File: config.mk
export PLATFORM = sky130hd
export DESIGN_NAME = cnt_event_reporter
export DESIGN_NICKNAME = d
export VERILOG_FILES = /design/src/rtl/cnt_evt_pkg.sv /design/src/rtl/evt_fifo.sv /design/src/rtl/cnt_event_reporter.sv
export SDC_FILE = /design/constraint.sdc
export NUM_CORES = 1
export LEC_CHECK = 0
export ABC_AREA = 1
export CORE_ASPECT_RATIO = 0.75
export CORE_MARGIN = 10
export CORE_UTILIZATION = 55
export DETAILED_ROUTE_END_ITERATION = 7
export DONT_BUFFER_PORTS = 1
export PLACE_DENSITY_LB_ADDON = 0.2
export RECOVER_POWER = 25
export SLEW_MARGIN = 5
export SYNTH_ARGS = -nofsm -noshare
export SYNTH_HDL_FRONTEND = slang
export SYNTH_SLANG_ARGS = --single-unit
File: constraint.sdc
create_clock -name clk -period 2.05 [get_ports clk]
set_clock_uncertainty 0.1 [all_clocks]
set_input_delay 0.41 -clock clk [delete_from_list [all_inputs] [get_ports clk]]
set_output_delay 0.41 -clock clk [all_outputs]
set_load 0.02 [all_outputs]
File: src/rtl/cnt_evt_pkg.sv
// Shared types and constants for the counter event reporter.
//   state_t : compare-arming FSM states
//   FLAG_W  : width of the event flag field
//   FLG_*   : bit positions of each flag within the flag field
package cnt_evt_pkg;

  typedef enum logic [1:0] {
    IDLE  = 2'd0,
    ARMED = 2'd1,
    DONE  = 2'd2
  } state_t;

  localparam int unsigned FLAG_W    = 3;
  localparam int unsigned FLG_WRAP  = 0;
  localparam int unsigned FLG_JUMP  = 1;
  localparam int unsigned FLG_MATCH = 2;

endpackage

File: src/rtl/evt_fifo.sv
// Generic first-word-fall-through FIFO.
//   clk, rst_n : clock, asynchronous active-low reset (empties the FIFO)
//   push/wdata : write request; accepted when not full, or when full and popping
//   pop        : removes the head when not empty
//   rdata      : current head entry (meaningful only while !empty)
//   full/empty : occupancy status
module evt_fifo #(
  parameter int unsigned W     = 10,
  parameter int unsigned DEPTH = 4
) (
  input  logic         clk,
  input  logic         rst_n,
  input  logic         push,
  input  logic [W-1:0] wdata,
  input  logic         pop,
  output logic [W-1:0] rdata,
  output logic         full,
  output logic         empty
);

  localparam int unsigned AW = $clog2(DEPTH);

  logic [W-1:0] mem [DEPTH];
  // Extra MSB distinguishes full from empty when the indices coincide.
  logic [AW:0]  wr_ptr_q, rd_ptr_q;
  logic         do_push, do_pop;

  always_comb begin
    empty   = (wr_ptr_q == rd_ptr_q);
    full    = (wr_ptr_q[AW] != rd_ptr_q[AW]) && (wr_ptr_q[AW-1:0] == rd_ptr_q[AW-1:0]);
    do_pop  = pop && !empty;
    // A pop in the same cycle frees the slot the push needs.
    do_push = push && (!full || do_pop);
    rdata   = mem[rd_ptr_q[AW-1:0]];
  end

  always_ff @(posedge clk or negedge rst_n) begin
    if (!rst_n) begin
      wr_ptr_q <= '0;
      rd_ptr_q <= '0;
    end else begin
      if (do_push) wr_ptr_q <= wr_ptr_q + 1'b1;
      if (do_pop)  rd_ptr_q <= rd_ptr_q + 1'b1;
    end
  end

  always_ff @(posedge clk) begin
    if (do_push) mem[wr_ptr_q[AW-1:0]] <= wdata;
  end

endmodule

File: src/rtl/cnt_event_reporter.sv
// Watches an upstream counter value and reports wrap, jump and compare-match
// events as {flags, cnt} records through a FWFT FIFO with valid/ready handshake.
//   cnt              : upstream count, sampled every edge
//   arm, cmp_val     : arm the compare; cmp_val latched on arming
//   clr_ovf          : clears the sticky overflow flag
//   evt_valid/ready  : head-of-queue handshake
//   evt_flags        : {match, jump, wrap} of the head entry
//   evt_cnt          : count value captured with the head entry
//   overflow         : sticky, an event was dropped on a full queue
//   armed            : compare FSM is in ARMED
module cnt_event_reporter
  import cnt_evt_pkg::*;
#(
  parameter int unsigned N     = 7,
  parameter int unsigned DEPTH = 4
) (
  input  logic              clk,
  input  logic              rst_n,
  input  logic [N-1:0]      cnt,
  input  logic              arm,
  input  logic [N-1:0]      cmp_val,
  input  logic              clr_ovf,
  output logic              evt_valid,
  input  logic              evt_ready,
  output logic [FLAG_W-1:0] evt_flags,
  output logic [N-1:0]      evt_cnt,
  output logic              overflow,
  output logic              armed
);

  typedef struct packed {
    logic [FLAG_W-1:0] flags;
    logic [N-1:0]      cnt;
  } evt_t;

  localparam int unsigned EW = FLAG_W + N;

  state_t      state_q, state_d;
  logic [N-1:0] cnt_q, cmp_q, cmp_d, cnt_inc;
  logic        first_q;
  logic        overflow_q, overflow_d;
  logic        chg, wrap, jump, match, push, drop;
  logic        fifo_full, fifo_empty, pop;
  evt_t        new_evt, head;

  always_comb begin
    cnt_inc = cnt_q + 1'b1;
    chg     = (cnt != cnt_q);
    wrap    = chg && (cnt_q == '1) && (cnt == '0);
    jump    = chg && (cnt != cnt_inc) && !wrap;
    match   = chg && (state_q == ARMED) && (cnt == cmp_q);
    // The first edge after reset compares against the reset value of cnt_q,
    // not a real previous sample, so it must not report anything.
    push    = (match || jump || wrap) && !first_q;

    new_evt                   = '0;
    new_evt.flags[FLG_WRAP]   = wrap;
    new_evt.flags[FLG_JUMP]   = jump;
    new_evt.flags[FLG_MATCH]  = match;
    new_evt.cnt               = cnt;

    evt_valid = !fifo_empty;
    pop       = evt_valid && evt_ready;
    drop      = push && fifo_full && !pop;
    evt_flags = evt_valid ? head.flags : '0;
    evt_cnt   = evt_valid ? head.cnt : '0;
  end

  // Compare FSM: DONE holds until arm drops so a held arm cannot re-fire.
  always_comb begin
    state_d = state_q;
    cmp_d   = cmp_q;
    unique case (state_q)
      IDLE: begin
        if (arm) begin
          cmp_d   = cmp_val;
          state_d = ARMED;
        end
      end
      ARMED: begin
        if (match)     state_d = DONE;
        else if (!arm) state_d = IDLE;
      end
      DONE: begin
        if (!arm) state_d = IDLE;
      end
      default: state_d = IDLE;
    endcase
  end

  // A drop in the same cycle as clr_ovf keeps the flag set.
  always_comb begin
    overflow_d = overflow_q;
    if (drop)         overflow_d = 1'b1;
    else if (clr_ovf) overflow_d = 1'b0;
  end

  always_ff @(posedge clk or negedge rst_n) begin
    if (!rst_n) begin
      cnt_q      <= '0;
      cmp_q      <= '0;
      state_q    <= IDLE;
      first_q    <= 1'b1;
      overflow_q <= 1'b0;
    end else begin
      cnt_q      <= cnt;
      cmp_q      <= cmp_d;
      state_q    <= state_d;
      first_q    <= 1'b0;
      overflow_q <= overflow_d;
    end
  end

  assign overflow = overflow_q;
  assign armed    = (state_q == ARMED);

  evt_fifo #(
    .W     (EW),
    .DEPTH (DEPTH)
  ) u_fifo (
    .clk   (clk),
    .rst_n (rst_n),
    .push  (push),
    .wdata (new_evt),
    .pop   (pop),
    .rdata (head),
    .full  (fifo_full),
    .empty (fifo_empty)
  );

endmodule

==> flow_summary.ini, run 1 <==
[floorplanning]
die_y_um = 84.6
start_util = 0.571
core-area_mm2 = 0.00535
die_area_mm2 = 0.00897
die_w_um = 106
num_rows = 23
io_pins = 32

[sta]
setup_slack_ns = 0.00936
fin_tns_setup_ns = 0
setup_viol = 0
worst_pin_slew_ns = 1.08
max_slew_margin = 0.279
timing.fmax_ghz = 0.490
slew_viol_final = 0
rsz0062_at_grt = true
period_share = 0.995
fin_crit_ns = 2.04
finalHoldViolations = 0

[finish]
final_cells = 452
fin_util = 0.724
num-nets-final = 397
diodes = 0
layout-drive-gt1-share = 0.263
syn2layout_area_growth_pct = 26.8

[cts]
cts_buffers = 9
root_buffer = clkbuf_8
clock_latency_ns = 0.34
cts_tree = done
clkSinkCount = 64
clockBufferDepth = 2
clk_pin_slew_ns = 0.07
htreeDepth = 3

[global_route]
met2_usage = 0.260
grtUsageMet1 = 0.177
grt_max_degree = 25
track_usage = 0.153
grt-busiest-layer = met2
overflow = 0
grt_pass1_wl_mm = 11.0
use_met3 = 0.0626
grt_pass1_vias = 2313
antenna_found_initial = 0

[logic_synthesis]
yosysWarningCount = 0
syn_area_mm2 = 0.00306
ys_ff_latch = 64
synthArstFlopShare = 0.375
ys_types = 25
avgSynthCellArea_um2 = 9.07
ys.flop_type = edfxtp_1
synth_nets = 362
synth_cells = 337
seq_area_frac_synth = 0.590
synth_edf_count = 40

[critical_path]
path_max_fanout = 7
critPathKind = flop to output port
cp-start-kind = flop
crit_required_ns = 1.54
crit_path_end_kind = output port
arrival_ns = 1.53

[route]
dr.pass1.iters = 4
drtAntennaViolNets = 0
wirelength_mm = 7.21
vias = 2387
drc_errors = 0
via_per_inst = 5.28
wire_per_inst_um = 16.0
drt_iter0_drc = 146

[flow_run]
cap_viol_max_count = 0

[placement]
portBuffers = 0
place_congestion = 0.825
dp_hpwl_mm = 4.15
dp_worst_setup_slack_ns = -0.0193
placed_cells = 416

[power]
leakagePower_uw = 0.00173
p_per_area_mw_per_mm2 = 1380
vdd_ir_drop_max_uv = 647

[status]
status = completed

[min_path]
min_path_type = input port to flop
## synthesized netlist by cell type, drive strengths merged, types with 2 or more instances
| library cell | instances | area share |
|---|---|---|
| nand3b | 2 | 0.0049 |
| xor2 | 3 | 0.0086 |
| nand3 | 8 | 0.017 |
| xnor2 | 2 | 0.0057 |
| nor2 | 64 | 0.081 |
| o21ai | 11 | 0.018 |
| inv | 48 | 0.059 |
| ha | 6 | 0.025 |
| a21oi | 11 | 0.019 |
| clkbuf | 7 | 0.0086 |
| dfrtp | 23 | 0.19 |
| nand4 | 5 | 0.010 |
| o32ai | 10 | 0.029 |
| nand2 | 91 | 0.11 |
| edfxtp | 40 | 0.39 |
## layout by cell type (no fill, tap or decap), drive strengths merged
cell type and count:
clkinvlp 1, nand4 5, ha 6, nor3b 1
nor2 64, nand3b 2, nand3 8, mux2 1
clkinv 2, and2 1, dfstp 1, conb 1
o32ai 10, bufinv 2, o21ai 11, buf 22
xor2 3, a21oi 11, nand2 92, dfrtp 23
clkbuf 10, dlygate4sd3 8, edfxtp 40, xnor2 2
inv 50
## stage by stage
step,hold slack [ns],area (µm²),total power (µW)
2_1_floorplan,0.0144,3060,2990
3_3_place_gp,0.0152,3210,3310
3_5_place_dp,0.0152,3210,3360
4_1_cts,0.0416,3650,4910
5_1_grt,0.0381,3880,5680
6_report,0.0641,3880,5370
## path summary, 6_finish.rpt
check	startpoint	endpoint	slack, ns	depth (start not counted)
setup / recovery	u_fifo.wr_ptr_q[1]$_DFFE_PN0N_	evt_cnt[2]	0.009	5
hold / removal	cnt[5]	u_fifo.mem[2][5]$_DFFE_PP_	0.06	0
setup reg to reg	cnt_q[1]$_DFF_PN0_	u_fifo.mem[2][0]$_DFFE_PP_	0.03	13
hold reg to reg	state_q[1]$_DFFE_PN0P_	state_q[0]$_DFFE_PN0P_	0.43	1
max in group asynchronous	rst_n	u_fifo.rd_ptr_q[0]$_DFFE_PN0P_	0.51	1
min in group asynchronous	rst_n	u_fifo.wr_ptr_q[2]$_DFFE_PN0N_	0.62	1
## what timing repair did
action / 4_1_cts / 5_1_grt
hold buffers: 8 / 0
pin swaps: 4 / 20
resized for setup: 39 / 41
buffers inserted: 2 / 5
cloned: 3 / 2
hold endpoints to repair: 31 / 0
setup endpoints to repair: 31 / 51
## cell families (layout without fill, tap and decap cells)
kind of cell	count (synthesis)	in the layout	share of synthesized area
and+or+nand+nor	172	173	0.232
DFF	64	64	0.590
buffers and inverters	56	95	0.0688
AOI/OAI and AO/OA	32	32	0.0659
adders and majority gates	6	6	0.0246
xor gates and xnor gates	5	5	0.0143
other	1	1	0.00123
muxes	1	1	0.00368
## layout make-up
class	count	area [µm²]
Clock buffer	9	124
Multi-Input combinational cell	218	1240
Clock inverter	7	93.8
Tap cell	75	93.8
Inverter	48	190
Sequential cell	64	1800
Timing Repair Buffer	31	333
Fill cell	369	1480
## per-layer routing
metal,vias up,wire [µm]
li1,1159,-
met1,1161,3140
met2,63,3610
met3,4,420
met4,0,40
met5,-,0
## report_power, final
| part | leakage [µW] | switching [µW] | internal, µW |
|---|---|---|---|
| clock network | 0.000108 | 508 | 687 |
| registers | 0.000641 | 149 | 1640 |
| logic | 0.000985 | 1470 | 912 |
| total | 0.00173 | 2120 | 3240 |
## flip-flops by register name, summed over array words and instances, names as in the netlist
signal and cells:
overflow 1, cnt_q 7, state_q 2, cmp_q 7, u_fifo.wr_ptr_q 3, u_fifo.mem 40, first_q 1, u_fifo.rd_ptr_q 3
## critical path, cell delays in order, from the launching register on
cell,delay [ns]
dfrtp_1,0.44
xor2_1,0.19
a21oi_4,0.22
nand2_4,0.16
nand2_2,0.13
inv_4,0.05
Note: power is estimated with default switching activity, not from simulation.
==> run 2, diff against run 1 <==
- CELL_PAD_IN_SITES_DETAIL_PLACEMENT: not set -> 0
- CELL_PAD_IN_SITES_GLOBAL_PLACEMENT: not set -> 1
- CORE_UTILIZATION: 55 -> 43
==> run 2 against run 1 <==
The flow now finishes with violations (setup timing); non-clock buffer count up 5; design area up 5.1%; sequential share of layout area down 2.3 points; fmax down 1.8%; hold slack about the same; first-iteration DRC count down 25%; sequential power about the same; highest routed layer unchanged.
==> flow_summary.ini, run 2 (same netlist as run 1, synthesis figures left out) <==
[status]
status = complete, but fails checks
violations = setup timing

[sta]
period_share = 1.01
timing.fmax_ghz = 0.481
setup_viol = 6
finalHoldViolations = 0
fin_crit_ns = 2.08
rsz0062_at_grt = true
hold_ws_ns = 0.0640
slew_viol_final = 0
setup_slack_ns = -0.0284

[finish]
layout_commonest_cell = nand2_1
layout-drive-gt1-share = 0.280
seq_area_mm2 = 0.00180
diodes = 0
most-common-layout-cells = nand2_1, nor2_1, edfxtp_1
design_area_mm2 = 0.00408
syn2layout_area_growth_pct = 33.3
num-nets-final = 402
multi_input_area_mm2 = 0.00130
largest_register_ffs = 40
num-fill-cells = 583

[global_route]
overflow = 0
antenna_found_initial = 0
grt_pass1_vias = 2282
grt_pass1_wl_mm = 11.8
grt_max_degree = 25
track_usage = 0.134

[floorplanning]
die_area_mm2 = 0.0109
num_rows = 26
core-area_mm2 = 0.00686
io_pins = 32
start_util = 0.445
die_y_um = 93.0
die_w_um = 117

[cts]
htreeDepth = 3
root_buffer = clkbuf_8
cts_tree = done
clk_pin_slew_ns = 0.07
clkSinkCount = 64
cts_buffers = 9
clockBufferDepth = 2
clock_latency_ns = 0.34

[route]
drt_iter0_drc = 110
wire_per_inst_um = 15.5
drtAntennaViolNets = 0
drc_errors = 0
wirelength_mm = 7.44
vias = 2300
via_per_inst = 4.79
dr.pass1.iters = 4

[power]
total_power_uw = 5700
leakagePower_uw = 0.00179
p_per_area_mw_per_mm2 = 1400
vdd_ir_drop_max_uv = 712

[critical_path]
rr_endpoint = u_fifo.mem[0][8]$_DFFE_PP_
startpoint = u_fifo.rd_ptr_q[0]$_DFFE_PN0P_
crit_path_end_kind = output port
path_max_fanout = 5
arrival_ns = 1.57
crit_required_ns = 1.54
critPathKind = flop to output port
ff2ff_path_depth = 13
cp-start-kind = flop
rr_startpoint = cnt_q[1]$_DFF_PN0_
rrSetupSlack_ns = 0.02

[placement]
portBuffers = 0
placed_cell_area_mm2 = 0.00327
dp_hpwl_mm = 4.52
dp_worst_setup_slack_ns = -0.0193
place_congestion = 0.785

[flow_run]
cap_viol_max_count = 0

[min_path]
min_path_type = input port to flop
min_from = cnt[4]
worstHoldPathCells = 0
holdPathEnd = u_fifo.mem[0][4]$_DFFE_PP_
-- run 2: cell types whose count changed in the layout (fill, tap and decap cells not counted), sizes merged --
cell,change
buf,+4
inv,-2
bufinv,+1
clkbuf,+1
clkinv,+1
-- run 2: critical path, cell delays in order (launching register included) --
cell and delay [ns]:
dfrtp_2 0.45, clkinv_4 0.11, clkbuf_16 0.15, nor2_1 0.04, o32ai_1 0.29, nand2_2 0.09, inv_2 0.11
-- run 2: worst max path at each step --
stage | endpoint | depth (start not counted)
4_1_cts | evt_cnt[1] | 5
3_3_place_gp | u_fifo.mem[0][1]$_DFFE_PP_ | 10
3_5_place_dp | u_fifo.mem[0][0]$_DFFE_PP_ | 10
6_report | evt_cnt[3] | 6
2_1_floorplan | u_fifo.mem[0][0]$_DFFE_PP_ | 10
5_1_grt | evt_cnt[0] | 6
-- run 2: layout make-up --
class / count / area share
repair buffers: 36 / 0.101
well taps: 98 / 0.0301
clock buffers: 9 / 0.0304
clock inverters: 7 / 0.0292
inverters: 48 / 0.0467
multi-input cells: 218 / 0.320
flip-flops and latches: 64 / 0.443
-- run 2: layer usage --
layer  vias up  global-route usage  share of wire
li1       1163                   -              -
met5         -                   0              0
met2        56               0.199           0.46
met4         0              0.0405         0.0098
met3        10              0.0414          0.058
met1      1071               0.184           0.47
-- run 2: power breakdown --
group	internal [µW]	switching [µW]
clock network	809	494
registers	1640	142
logic	1040	1570
total	3490	2210
-- run 2: stage by stage --
step / util / instances / setup TNS (ns)
final: 0.594 / 480 / -0.0955
after global routing: 0.594 / 480 / -3.34
after CTS: 0.545 / 472 / -0.0861
after detailed placement: 0.476 / 441 / -0.311
after global placement: 0.476 / 441 / 0
after floorplan: - / 337 / -7.10
-- run 2: repair_timing --
item / CTS / global route
endpoints found under the setup margin: 51 / 51
buffers inserted: 2 / 4
gates resized for setup: 34 / 60
hold endpoints to repair: 31 / 0
pin swaps: 1 / 17
hold buffers: 9 / 0
gates cloned: 4 / 4
==> run 3, diff against run 2 <==
- ABC_AREA: 1 -> 0
- CELL_PAD_IN_SITES_DETAIL_PLACEMENT: 0 -> 1
- CELL_PAD_IN_SITES_GLOBAL_PLACEMENT: 1 -> 2
- CORE_UTILIZATION: 43 -> 41
==> run 3 against run 2 <==
Non-clock buffer count grew 3; cell count shrank 34%; clock power grew 12%; routed wire length shrank 7.6%; core utilization shrank 4.7 points; worst setup slack lost 0.38 ns; critical endpoint is now u_fifo.mem[3][1]$_DFFE_PP_; highest routed layer unchanged; the run still ends with setup timing left; critical path depth grew 3; critical path type is now flop to flop; sequential share of layout area grew 4.7 points; first-iteration DRC count shrank 70%; design area shrank 9.7%; combinational power shrank 20%; count of clock-buffer cells in the layout is the same.
==> flow_summary.ini, run 3 <==
[logic_synthesis]
syn_area_mm2 = 0.00281
netlist.area_leader.share = 0.428
synth_edf_count = 40
post-synth-top-count-cell = edfxtp_1
yosysWarningCount = 0
synthArstFlopShare = 0.375
synth_compound_area_frac = 0.0392
synth_top_family_by_area = multiplexers
yosys.area_share.simple = 0.0883
synth_area_leaders = edfxtp_1, dfrtp_1, mux4_2, xnor2_1, xor2_1
synthXorXnorAreaFrac = 0.0718
synthMuxAreaShare = 0.118
ys_types = 41
seq_area_frac_synth = 0.642
avgSynthCellArea_um2 = 15.7
synth_adder_area_share = 0.0267
synth_commonest_cells = edfxtp_1, dfrtp_1, and2_1, xnor2_1
ys_ff_latch = 64
synth_cells = 179
ys.flop_type = edfxtp_1
synth_nets = 204
yosysTopAreaCell = edfxtp_1

[critical_path]
ff2ff_path_depth = 9
rrSetupSlack_ns = -0.41
path_max_fanout = 5
cp-start-kind = flop
rr_startpoint = cnt_q[1]$_DFF_PN0_
crit_required_ns = 2.05
crit_path_end_kind = flop
startpoint = cnt_q[1]$_DFF_PN0_
arrival_ns = 2.46
critPathKind = flop to flop

[sta]
rsz0062_at_grt = true
finalHoldViolations = 0
timing.fmax_ghz = 0.406
max_slew_margin = 0.275
setup_slack_ns = -0.411
slew_viol_final = 0
period_share = 1.20
worst_pin_slew_ns = 1.08
fin_tns_setup_ns = -12.19
fin_crit_ns = 2.46
hold_ws_ns = 0.0578
setup_viol = 54

[global_route]
grt_max_degree = 25
grt_pass1_wl_mm = 10.4
grt_pass1_vias = 1914
overflow = 0
antenna_found_initial = 0
track_usage = 0.130

[power]
vdd_ir_drop_max_uv = 600
p_per_area_mw_per_mm2 = 1460
total_power_uw = 5360
leakagePower_uw = 0.00140

[finish]
syn2layout_area_growth_pct = 31.2
num-nets-final = 253
layout_commonest_cell = edfxtp_1
layout-drive-gt1-share = 0.416
diodes = 0
num-fill-cells = 630
most-common-layout-cells = edfxtp_1, buf_4, dfrtp_1
largest_register_ffs = 40

[route]
via_per_inst = 5.46
dr.pass1.iters = 4
drtAntennaViolNets = 0
drc_errors = 0
drt_iter0_drc = 33
wire_per_inst_um = 21.7
wirelength_mm = 6.87
vias = 1731

[placement]
place_congestion = 0.891
dp_worst_setup_slack_ns = -0.272
portBuffers = 0
dp_hpwl_mm = 4.55

[floorplanning]
die_w_um = 116
start_util = 0.417
die_area_mm2 = 0.0106
core-area_mm2 = 0.00673
io_pins = 32
die_y_um = 91.7
num_rows = 26

[flow_run]
cap_viol_max_count = 0

[cts]
htreeDepth = 3
clk_pin_slew_ns = 0.07
clockBufferDepth = 2
clock_latency_ns = 0.34
cts_tree = done
root_buffer = clkbuf_8
cts_buffers = 9
clkSinkCount = 64

[status]
status = complete, but fails checks
violations = setup timing

[min_path]
min_from = clr_ovf
min_path_type = input port to flop
worstHoldPathCells = 1
## run 3: cell types whose count changed after synthesis, moves of 10 or more
cell     delta
nand2_1    -83
o32ai_1    -10
inv_1      -44
and2_1     +13
xnor2_1    +11
nor2_1     -56
a21oi_1    -10
mux4_2     +10
## run 3: area by class of cell
class | count | area (µm²) | area share
Clock inverter | 7 | 141 | 0.0384
Inverter | 4 | 15.0 | 0.00408
Timing Repair Buffer | 39 | 339 | 0.0921
Sequential cell | 64 | 1800 | 0.490
Multi-Input combinational cell | 109 | 1140 | 0.311
Tap cell | 84 | 105 | 0.0286
Clock buffer | 9 | 124 | 0.0337
Timing Repair inverter | 1 | 7.51 | 0.00204
## run 3: cells by family (layout without fill, tap and decap cells)
family,Yosys count,after routing
xor gates and xnor gates,23,23
other,1,1
AOI/OAI and AO/OA,15,15
DFF,64,64
and+or+nand+nor,43,45
buffers and inverters,8,60
adders and majority gates,6,6
muxes,19,19
## run 3: critical path, stage by stage, from the launching register on
cell	delay, ns
dfrtp_1	0.41
ha_4	0.18
nand2_2	0.08
or3_4	0.35
a211oi_4	0.28
a31oi_2	0.15
o211ai_1	0.28
buf_4	0.20
buf_4	0.11
inv_2	0.07
## run 3: final timing paths
kind,endpoint
max,u_fifo.mem[3][1]$_DFFE_PP_
min,overflow$_DFFE_PN0P_
min reg2reg,state_q[1]$_DFFE_PN0P_
max reg2reg,u_fifo.mem[3][1]$_DFFE_PP_
min in group asynchronous,u_fifo.rd_ptr_q[1]$_DFFE_PN0P_
max in group asynchronous,u_fifo.rd_ptr_q[0]$_DFFE_PN0P_
## run 3: where the power goes
group	leakage [µW]	internal [µW]	switching (µW)
logic	0.000614	1050	1040
clock network	0.000132	935	513
registers	0.000655	1650	175
## run 3: routing by layer
metal  global-route usage  share of wire  up-vias
met1                0.148           0.42      925
met5                    0              0        -
li1                     -              -      764
met3               0.0586          0.060        6
met4               0.0347         0.0099        0
met2                0.215           0.51       36
## run 3: metrics by stage
step / cell area, µm² / cells / util
floorplan: 2820 / 179 / -
global placement: 3080 / 282 / 0.457
detailed placement: 3080 / 282 / 0.457
CTS: 3570 / 312 / 0.530
global route: 3680 / 317 / 0.547
finish: 3680 / 317 / 0.547
## run 3: repair_timing
item | in CTS | in global routing
pin swaps | 4 | 13
setup buffers | 6 | 7
cloned | 2 | 2
endpoints found under the setup margin | 54 | 64
gates resized for setup | 39 | 18
hold buffers | 8 | 0
endpoints found under the hold margin | 31 | 0
